==> config.mk <==
export PLATFORM = sky130hd
export DESIGN_NAME = conv_scatter_ctrl_flat
export DESIGN_NICKNAME = d
export VERILOG_FILES = /design/src/rtl/conv_scatter_ctrl_pkg.sv /design/src/rtl/conv_scatter_ctrl_if.sv /design/src/rtl/conv_scatter_ctrl_mul.sv /design/src/rtl/conv_scatter_ctrl.sv /design/src/flat_wrapper.sv
export SDC_FILE = /design/constraint.sdc
export NUM_CORES = 2
export LEC_CHECK = 0
export CAP_MARGIN = 20
export CORE_ASPECT_RATIO = 1.2
export CORE_MARGIN = 2
export CORE_UTILIZATION = 35
export CTS_BUF_LIST = sky130_fd_sc_hd__clkbuf_4
export DETAILED_ROUTE_END_ITERATION = 10
export GPL_TIMING_DRIVEN = 0
export PLACE_DENSITY = 0.59
export SETUP_SLACK_MARGIN = 0.02
export SKIP_LAST_GASP = 1
export SYNTH_ARGS = -nofsm -noshare
export SYNTH_HDL_FRONTEND = slang
export SYNTH_SLANG_ARGS = --single-unit
==> constraint.sdc <==
create_clock -name clk -period 13.5 [get_ports clk]
set_clock_uncertainty 0.2 [all_clocks]
set_input_delay 1.35 -clock clk [delete_from_list [all_inputs] [get_ports clk]]
set_output_delay 1.35 -clock clk [all_outputs]
set_load 0.02 [all_outputs]
==> src/rtl/conv_scatter_ctrl_pkg.sv <==
// Shared types and default sizing for the scatter-convolution sequencer.
// Holds the FSM state encoding plus the default K/N/ILEN/OLEN geometry.
// Derived sizes (output side, accumulator width) follow from those defaults.
package conv_pkg;

  localparam int K        = 3;
  localparam int N        = 2;
  localparam int ILEN     = 8;
  localparam int OLEN     = 2 * ILEN;
  localparam int OUT_SIDE = N + K - 1;
  localparam int ACC_LEN  = OLEN + $clog2(K * K) + 1;

  typedef enum logic [2:0] {
    IDLE   = 3'd0,
    LOAD_K = 3'd1,
    ACCUM  = 3'd2,
    FLUSH  = 3'd3,
    DRAIN  = 3'd4
  } conv_state_t;

endpackage

==> src/rtl/conv_scatter_ctrl_if.sv <==
// Kernel, pixel and result streams of the scatter-convolution sequencer.
// Pure wiring: no storage, so no latency of its own.
// Each stream is valid/ready; master is the environment, slave is the sequencer.
interface conv_scatter_ctrl_if #(
  parameter int ILEN = conv_pkg::ILEN,
  parameter int ALEN = conv_pkg::ACC_LEN
);

  logic            kern_valid;
  logic            kern_ready;
  logic [ILEN-1:0] kern_data;
  logic            pix_valid;
  logic            pix_ready;
  logic [ILEN-1:0] pix_data;
  logic            out_valid;
  logic            out_ready;
  logic [ALEN-1:0] out_data;
  logic            out_last;

  modport master (
    output kern_valid, kern_data, pix_valid, pix_data, out_ready,
    input  kern_ready, pix_ready, out_valid, out_data, out_last
  );

  modport slave (
    input  kern_valid, kern_data, pix_valid, pix_data, out_ready,
    output kern_ready, pix_ready, out_valid, out_data, out_last
  );

endinterface

==> src/rtl/conv_scatter_ctrl_mul.sv <==
// multiply_unit: one pixel times every kernel weight, K*K unsigned products.
// Latency: combinational, results valid in the same cycle as the inputs.
// Backpressure: none; the caller registers inputs and consumes products.
module multiply_unit #(
  parameter int K    = 3,
  parameter int ILEN = 8,
  parameter int OLEN = 16
) (
  input  logic [ILEN-1:0] i_pix,
  input  logic [ILEN-1:0] i_kern [K*K],
  output logic [OLEN-1:0] o_prod [K*K]
);

  for (genvar i = 0; i < K * K; i++) begin : g_mul
    assign o_prod[i] = OLEN'(i_pix) * OLEN'(i_kern[i]);
  end

endmodule

==> src/rtl/conv_scatter_ctrl.sv <==
// Sequencer: load KxK kernel, scatter-accumulate NxN pixels, drain (N+K-1)^2 sums.
// Latency: a pixel accepted at edge t lands in the accumulator at edge t+1.
// Backpressure: only the result stream stalls (data/last held); CONV_SAT_EN clamps out_data.
module conv_scatter_ctrl #(
  parameter int K    = conv_pkg::K,
  parameter int N    = conv_pkg::N,
  parameter int ILEN = conv_pkg::ILEN,
  parameter int OLEN = conv_pkg::OLEN,
  parameter int ALEN = OLEN + $clog2(K * K) + 1
) (
  input  logic                clk,
  input  logic                rst_n,
  input  logic                start,
  conv_scatter_ctrl_if.slave  io,
  output logic                busy,
  output logic                done
);

  import conv_pkg::*;

  localparam int KK  = K * K;
  localparam int OS  = N + K - 1;
  localparam int OS2 = OS * OS;
  localparam int KIW = $clog2(KK);
  localparam int AIW = $clog2(OS2);
  localparam int RW  = $clog2(N) + 1;

  conv_state_t     r_state;
  logic [KIW-1:0]  r_kidx;
  logic [RW-1:0]   r_prow;
  logic [RW-1:0]   r_pcol;
  logic [AIW-1:0]  r_didx;
  logic [ILEN-1:0] r_kern [KK];

  logic            r_s1_vld;
  logic [ILEN-1:0] r_s1_pix;
  logic [RW-1:0]   r_s1_row;
  logic [RW-1:0]   r_s1_col;

  logic [ALEN-1:0] r_acc [OS2];

  logic            r_kern_rdy;
  logic            r_pix_rdy;
  logic            r_out_vld;
  logic            r_out_last;
  logic            r_busy;
  logic            r_done;

  logic [OLEN-1:0] w_prod [KK];
  logic [ALEN-1:0] w_acc_sel;
  logic [ALEN-1:0] w_out_dat;
  logic            w_kern_hs;
  logic            w_pix_hs;
  logic            w_out_hs;

  assign w_kern_hs = io.kern_valid & r_kern_rdy;
  assign w_pix_hs  = io.pix_valid & r_pix_rdy;
  assign w_out_hs  = r_out_vld & io.out_ready;

  // Stage 1 products: registered pixel against the whole kernel register file.
  multiply_unit #(
    .K    (K),
    .ILEN (ILEN),
    .OLEN (OLEN)
  ) u_mul (
    .i_pix  (r_s1_pix),
    .i_kern (r_kern),
    .o_prod (w_prod)
  );

  // Control FSM: phase sequencing, counters, kernel capture and registered handshakes.
  always_ff @(posedge clk) begin
    if (!rst_n) begin
      r_state    <= IDLE;
      r_kidx     <= '0;
      r_prow     <= '0;
      r_pcol     <= '0;
      r_didx     <= '0;
      r_s1_vld   <= 1'b0;
      r_s1_pix   <= '0;
      r_s1_row   <= '0;
      r_s1_col   <= '0;
      r_kern_rdy <= 1'b0;
      r_pix_rdy  <= 1'b0;
      r_out_vld  <= 1'b0;
      r_out_last <= 1'b0;
      r_busy     <= 1'b0;
      r_done     <= 1'b0;
      for (int i = 0; i < KK; i++) begin
        r_kern[i] <= '0;
      end
    end else begin
      r_done   <= 1'b0;
      r_s1_vld <= 1'b0;
      case (r_state)
        IDLE: begin
          if (start) begin
            r_kidx     <= '0;
            r_prow     <= '0;
            r_pcol     <= '0;
            r_didx     <= '0;
            r_kern_rdy <= 1'b1;
            r_busy     <= 1'b1;
            r_state    <= LOAD_K;
          end
        end
        LOAD_K: begin
          if (w_kern_hs) begin
            r_kern[r_kidx] <= io.kern_data;
            r_kidx         <= r_kidx + 1'b1;
            if (r_kidx == KIW'(KK - 1)) begin
              r_kern_rdy <= 1'b0;
              r_pix_rdy  <= 1'b1;
              r_state    <= ACCUM;
            end
          end
        end
        ACCUM: begin
          if (w_pix_hs) begin
            r_s1_vld <= 1'b1;
            r_s1_pix <= io.pix_data;
            r_s1_row <= r_prow;
            r_s1_col <= r_pcol;
            if (r_pcol == RW'(N - 1)) begin
              r_pcol <= '0;
              r_prow <= r_prow + 1'b1;
            end else begin
              r_pcol <= r_pcol + 1'b1;
            end
            if ((r_prow == RW'(N - 1)) && (r_pcol == RW'(N - 1))) begin
              r_pix_rdy <= 1'b0;
              r_state   <= FLUSH;
            end
          end
        end
        FLUSH: begin
          // Last pixel's accumulate commits on this edge; drain starts after it.
          r_out_vld  <= 1'b1;
          r_out_last <= (OS2 == 1);
          r_state    <= DRAIN;
        end
        DRAIN: begin
          if (w_out_hs) begin
            if (r_out_last) begin
              r_out_vld  <= 1'b0;
              r_out_last <= 1'b0;
              r_busy     <= 1'b0;
              r_done     <= 1'b1;
              r_state    <= IDLE;
            end else begin
              r_didx     <= r_didx + 1'b1;
              r_out_last <= (r_didx == AIW'(OS2 - 2));
            end
          end
        end
        default: r_state <= IDLE;
      endcase
    end
  end

  // Stage 2 scatter: each product lands on its own output cell, so every write index is distinct.
  always_ff @(posedge clk) begin
    if (!rst_n || ((r_state == IDLE) && start)) begin
      for (int o = 0; o < OS2; o++) begin
        r_acc[o] <= '0;
      end
    end else if (r_s1_vld) begin
      for (int kr = 0; kr < K; kr++) begin
        for (int kc = 0; kc < K; kc++) begin
          r_acc[AIW'((int'(r_s1_row) + kr) * OS + int'(r_s1_col) + kc)] <=
            r_acc[AIW'((int'(r_s1_row) + kr) * OS + int'(r_s1_col) + kc)] +
            ALEN'(w_prod[KIW'(kr * K + kc)]);
        end
      end
    end
  end

  assign w_acc_sel = r_acc[r_didx];

`ifdef CONV_SAT_EN
  localparam logic [ALEN-1:0] SAT_MAX = ALEN'({OLEN{1'b1}});
  assign w_out_dat = (w_acc_sel > SAT_MAX) ? SAT_MAX : w_acc_sel;
`else
  assign w_out_dat = w_acc_sel;
`endif

  // Accumulator and drain index are stable during a stall, so data holds without extra staging.
  assign io.out_data   = r_out_vld ? w_out_dat : '0;
  assign io.out_valid  = r_out_vld;
  assign io.out_last   = r_out_last;
  assign io.kern_ready = r_kern_rdy;
  assign io.pix_ready  = r_pix_rdy;
  assign busy          = r_busy;
  assign done          = r_done;

endmodule

==> src/flat_wrapper.sv <==
// flat-port wrapper written by rule: the top's interface ports become plain ports
module conv_scatter_ctrl_flat import conv_pkg::*;
#(
  parameter int K    = conv_pkg::K,
  parameter int N    = conv_pkg::N,
  parameter int ILEN = conv_pkg::ILEN,
  parameter int OLEN = conv_pkg::OLEN,
  parameter int ALEN = OLEN + $clog2(K * K) + 1
)
  (clk, rst_n, start, busy, done, io_kern_valid, io_kern_data, io_pix_valid, io_pix_data, io_out_ready, io_kern_ready, io_pix_ready, io_out_valid, io_out_data, io_out_last);
  conv_scatter_ctrl_if #(.ILEN(ILEN), .ALEN(ALEN)) io_i ();
  input  logic clk;
  input  logic rst_n;
  input  logic start;
  output logic busy;
  output logic done;
  input wire logic [$bits(io_i.kern_valid)-1:0] io_kern_valid;
  input wire logic [$bits(io_i.kern_data)-1:0] io_kern_data;
  input wire logic [$bits(io_i.pix_valid)-1:0] io_pix_valid;
  input wire logic [$bits(io_i.pix_data)-1:0] io_pix_data;
  input wire logic [$bits(io_i.out_ready)-1:0] io_out_ready;
  output wire logic [$bits(io_i.kern_ready)-1:0] io_kern_ready;
  output wire logic [$bits(io_i.pix_ready)-1:0] io_pix_ready;
  output wire logic [$bits(io_i.out_valid)-1:0] io_out_valid;
  output wire logic [$bits(io_i.out_data)-1:0] io_out_data;
  output wire logic [$bits(io_i.out_last)-1:0] io_out_last;
  assign io_i.kern_valid = io_kern_valid;
  assign io_i.kern_data = io_kern_data;
  assign io_i.pix_valid = io_pix_valid;
  assign io_i.pix_data = io_pix_data;
  assign io_i.out_ready = io_out_ready;
  assign io_kern_ready = io_i.kern_ready;
  assign io_pix_ready = io_i.pix_ready;
  assign io_out_valid = io_i.out_valid;
  assign io_out_data = io_i.out_data;
  assign io_out_last = io_i.out_last;
  conv_scatter_ctrl #(.K(K), .N(N), .ILEN(ILEN), .OLEN(OLEN), .ALEN(ALEN)) u_core (.clk(clk), .rst_n(rst_n), .start(start), .io(io_i), .busy(busy), .done(done));
endmodule
==> results of run 1 <==
[stage by stage]
step / TNS [ps] / util / cell area, um2 / hold slack (ps)
2_1_floorplan: 0 / - / 69910 / 249.9
3_3_place_gp: -583520 / 0.3708 / 73590 / 269.4
3_5_place_dp: -38860 / 0.4034 / 80050 / 291.7
4_1_cts: 0 / 0.4111 / 81580 / 289.8
[layer usage]
layer  global-route usage  overflow
met5               0.4114         3
met3               0.6771        24
met1               0.8132        19
met2               0.9389      1622
met4               0.7702       838
[logic make-up after synthesis]
family	after synthesis
DFF	438
xor gates and xnor gates	137
muxes	531
buffers and inverters	1462
adders and majority gates	746
and+or+nand+nor	2358
AOI/OAI and AO/OA	2562
[repair_timing]
item                       4_1_cts
setup endpoints to repair      119
gates resized for setup         15
hold buffers                     0
setup buffers                    0
==> impl_metrics.json, run 1 <==
{
  "ys_types": 95,
  "fp.dieW_um": 412.0,
  "port_buffers": 39,
  "synth_nets": 9002,
  "synth_compound_area_frac": 0.2392,
  "clock_sinks": 438,
  "synthAdderAreaFrac": 0.1765,
  "cts_max_level": 3,
  "grtUsageTotal": 0.8025,
  "yosys.area.top_type": "mux4_2",
  "async_flop_share": 0,
  "synth_area_per_cell_um2": 8.491,
  "yosysMostFrequentCell": "nand2_1",
  "ioPinCount": 49,
  "hpwl_mm": 580.2,
  "grt_pass1_vias": 103900,
  "yosys-mux-area-fraction": 0.1588,
  "netlist_top_cells_count": "nand2_1, o21ai_0, clkbuf_1, nor2_1, inv_1",
  "clock_path_buffers": 3,
  "synth-edff-count": 336,
  "ys_seq_area_frac": 0.1735,
  "yosys_warnings": 0,
  "synthTopCellsByArea": "mux4_2, edfxtp_1, fa_1",
  "synthCells": 8234,
  "cts-root-buf": "clkbuf_4",
  "placed_cells": 11230,
  "grt_overflow": 2506,
  "netlist_area_mm2": 0.06991,
  "start_util": 0.3523,
  "synth_top_family_by_area": "compound AO/OA/AOI/OAI gates",
  "grt_max_degree": 20,
  "std_cell_rows": 179,
  "synthFlopType": "edfxtp_1",
  "dieHeight_um": 493.6,
  "synth_xor_area_frac": 0.01775,
  "tool.error": "[ERROR GRT-0116] Global routing finished with congestion. Check the congestion regions in the DRC Viewer.",
  "yosys.area_share.simple": 0.1540,
  "status": "stopped before the end",
  "place_ws_ps": -1048,
  "ys_seq_elements": 438,
  "netlist.area_leader.share": 0.1479,
  "gp_congestion": 1.463,
  "lastStage": "global routing (5_1_grt)",
  "numCtsBuffers": 100,
  "grt_pass1_wl_mm": 1141
}
==> run 2, diff against run 1 <==
--- a/config.mk
+++ b/config.mk
@@ -6,14 +6,11 @@
 export NUM_CORES = 2
 export LEC_CHECK = 0
 export CAP_MARGIN = 20
-export CORE_ASPECT_RATIO = 1.2
 export CORE_MARGIN = 2
-export CORE_UTILIZATION = 35
-export CTS_BUF_LIST = sky130_fd_sc_hd__clkbuf_4
+export CORE_UTILIZATION = 20
 export DETAILED_ROUTE_END_ITERATION = 10
 export GPL_TIMING_DRIVEN = 0
-export PLACE_DENSITY = 0.59
-export SETUP_SLACK_MARGIN = 0.02
+export PLACE_DENSITY_LB_ADDON = 0.15
 export SKIP_LAST_GASP = 1
 export SYNTH_ARGS = -nofsm -noshare
 export SYNTH_HDL_FRONTEND = slang
==> impl_metrics.json, run 2 <==
{
  "status": "finished with violations",
  "violations": "negative setup slack",
  "critPathLaunchType": "flip-flop",
  "largest_register_ffs": 336,
  "setup_viol": 39,
  "fmax_mhz": 70.38,
  "drive_gt1_frac": 0.1761,
  "wire_per_inst_um": 62.75,
  "r2r-start": "u_core.r_s1_row[1]",
  "synth_area_per_cell_um2": 8.491,
  "synthFlopType": "edfxtp_1",
  "top_register": "u_core.r_acc",
  "grt_pass1_vias": 80090,
  "ioPinCount": 49,
  "yosys.area.top_type": "mux4_2",
  "rsz0062_at_grt": "false",
  "clk_latency_ps": 690,
  "final_common_cell": "nand2_1",
  "grt_pass1_wl_mm": 1036,
  "start_util": 0.2005,
  "final-hold-violation-count": 0,
  "hp-class": "flip-flop to flip-flop",
  "synth_compound_area_frac": 0.2392,
  "fin_ws_ps": -708.4,
  "die_area_mm2": 0.3543,
  "viasPerCell": 6.374,
  "dr_wl_met2_mm": 356.6,
  "grt_antenna_before_repair": 178,
  "final_nets": 9590,
  "yosys_warnings": 0,
  "synth-edff-count": 336,
  "gp_congestion": 1.153,
  "first_iter_violations": 13160,
  "largestRegisters": "u_core.r_acc: 336 flops, u_core.r_kern: 64 flops, u_core.r_s1_pix: 8 flops",
  "cts-root-buf": "clkbuf_16",
  "fp.dieW_um": 595.2,
  "clkTransAtPathRegs_ps": 60,
  "routed_wl_mm": 850.7,
  "final_antenna_net_count": 0,
  "max_stage_delay_ps": 1110,
  "worstPathRequired_ps": 13560,
  "fin_crit_sh": 1.052,
  "fin_area_mm2": 0.08803,
  "period_needed_ps": 14210,
  "slew_violations": 0,
  "whs_ps": 288.9,
  "yosysMostFrequentCell": "nand2_1",
  "synthAdderAreaFrac": 0.1765,
  "grtUsageTotal": 0.4665,
  "relSlewSlack": 0.04975,
  "ys_seq_elements": 438,
  "worst_setup_path_end_kind": "flip-flop",
  "critical_path_arrival_ps": 14270,
  "fillers": 37880,
  "crit_type": "flip-flop to flip-flop",
  "cp_slowest_cell": "fa_1",
  "synth_nets": 9002,
  "tightest_slew_ps": 1425,
  "drt-met1-wl_mm": 316.7,
  "final_cell_mix": "nand2_1, o21ai_0, inv_1, nor2_1, clkbuf_1",
  "netlist_top_cells_count": "nand2_1, o21ai_0, clkbuf_1, nor2_1, inv_1",
  "synthToLayoutAreaGrowth_pct": 25.92,
  "clock_sinks": 438,
  "clockPowerShare": 0.334,
  "synth_xor_area_frac": 0.01775,
  "power_frac_comb": 0.284,
  "clock_path_buffers": 3,
  "placed_area_mm2": 0.08571,
  "routed-via-count": 86410,
  "dieHeight_um": 595.2,
  "drv_cap": 0,
  "crit_start": "u_core.r_s1_row[1]",
  "swShare": 0.3797,
  "synth_top_family_by_area": "compound AO/OA/AOI/OAI gates",
  "cts_max_level": 2,
  "critical_path_buf_inv_count": 15,
  "topRoutingLayerUsed": "met5",
  "ys_seq_area_frac": 0.1735,
  "grt_max_degree": 22,
  "wl_met3_mm": 83.10,
  "netlist_area_mm2": 0.06991,
  "p_int_mw": 2.614,
  "core_area_mm2": 0.3486,
  "async_flop_share": 0,
  "ys_types": 95,
  "regToRegSetupSlack_ps": -710,
  "synthCells": 8234,
  "netlist.area_leader.share": 0.1479,
  "grt_overflow": 0,
  "dr.pass1.iters": 6,
  "numCtsBuffers": 47,
  "synthTopCellsByArea": "mux4_2, edfxtp_1, fa_1",
  "p_seq_frac": 0.382,
  "hpwl_mm": 728.3,
  "cts_tree": "built",
  "std_cell_rows": 217,
  "ir_worst_vdd_mv": 0.09516,
  "power_density_mw_per_mm2": 47.88,
  "cp_max_fo": 10,
  "cts-hold-fix-buffers": 0,
  "yosys-mux-area-fraction": 0.1588,
  "p_leak_nw": 33.22,
  "yosys.area_share.simple": 0.1540,
  "cp_top_family": "buffers and inverters",
  "port_buffers": 39,
  "drc": 0,
  "power.switching_mw": 1.600,
  "min_from": "u_core.r_prow[1]"
}
run 2: power by group through the flow:
stage / registers (mW) / logic, mW / clock network, mW
2_1_floorplan: 1.57 / 0.398 / 0
3_3_place_gp: 1.63 / 0.969 / 0
3_5_place_dp: 1.63 / 1.13 / 0
4_1_cts: 1.60 / 1.14 / 1.42
5_1_grt: 1.61 / 1.17 / 1.45
6_report: 1.61 / 1.20 / 1.41
run 2: tightest hold or removal path: cells and delay by family, from the launching register on:
family          cells  cell delay [ps]
compound gates      1               70
flops               1              320
simple gates        1               50
run 2: path summary, 6_finish.rpt:
| kind | endpoint | depth (start not counted) |
|---|---|---|
| worst max-delay path | u_core.r_acc[5][4] | 27 |
| worst min-delay path | u_core.r_prow[1] | 2 |
| worst max register to register | u_core.r_acc[5][4] | 27 |
| worst min register to register | u_core.r_prow[1] | 2 |
run 2: cells by family (layout without fill, tap and decap cells):
kind of cell,after synthesis,count (layout)
XOR/XNOR,137,137
buffers and inverters,1462,2087
flip-flops,438,438
other,0,99
adder cells (fa/ha/maj),746,746
AND/OR/NAND/NOR,2358,2358
multiplexers,531,531
AO/OA/AOI/OAI,2562,2562
run 2: stage by stage:
stage / power, mW / TNS [ps] / setup WS, ps / cells / util
2_1_floorplan: 1.973 / 0 / 4250 / 8234 / -
3_3_place_gp: 2.600 / -1430890 / -8381 / 12870 / 0.2182
3_5_place_dp: 2.756 / -350370 / -2691 / 13350 / 0.2459
4_1_cts: 4.153 / 0 / 60.53 / 13440 / 0.2510
5_1_grt: 4.233 / 0 / 0.9024 / 13480 / 0.2519
6_report: 4.215 / -6551 / -708.4 / 13560 / 0.2525
run 2: repair_timing:
| action | CTS | global route |
|---|---|---|
| gates resized for setup | 64 | 8 |
| endpoints found under the setup margin | 264 | 13 |
| pin swaps | 5 | 2 |
| buffers inserted | 5 | 0 |
run 2: final cells by class:
class	count	area, um2	area share
repair buffers	544	8757	0.09948
clock buffers	57	1234	0.01401
plain buffers	846	3543	0.04025
clock inverters	29	339.1	0.003852
inverters	611	2293	0.02605
multi-input cells	6334	53730	0.6104
diodes	99	247.7	0.002814
well taps	4599	5754	0.06537
flip-flops and latches	438	12130	0.1378
run 2: layer usage:
| metal | GRT usage | vias to the layer above |
|---|---|---|
| li1 | - | 31760 |
| met1 | 0.5357 | 45440 |
| met2 | 0.6857 | 7002 |
| met3 | 0.1515 | 2162 |
| met4 | 0.4311 | 52 |
| met5 | 0.0001352 | - |
Power figures use the tool's default switching activity.
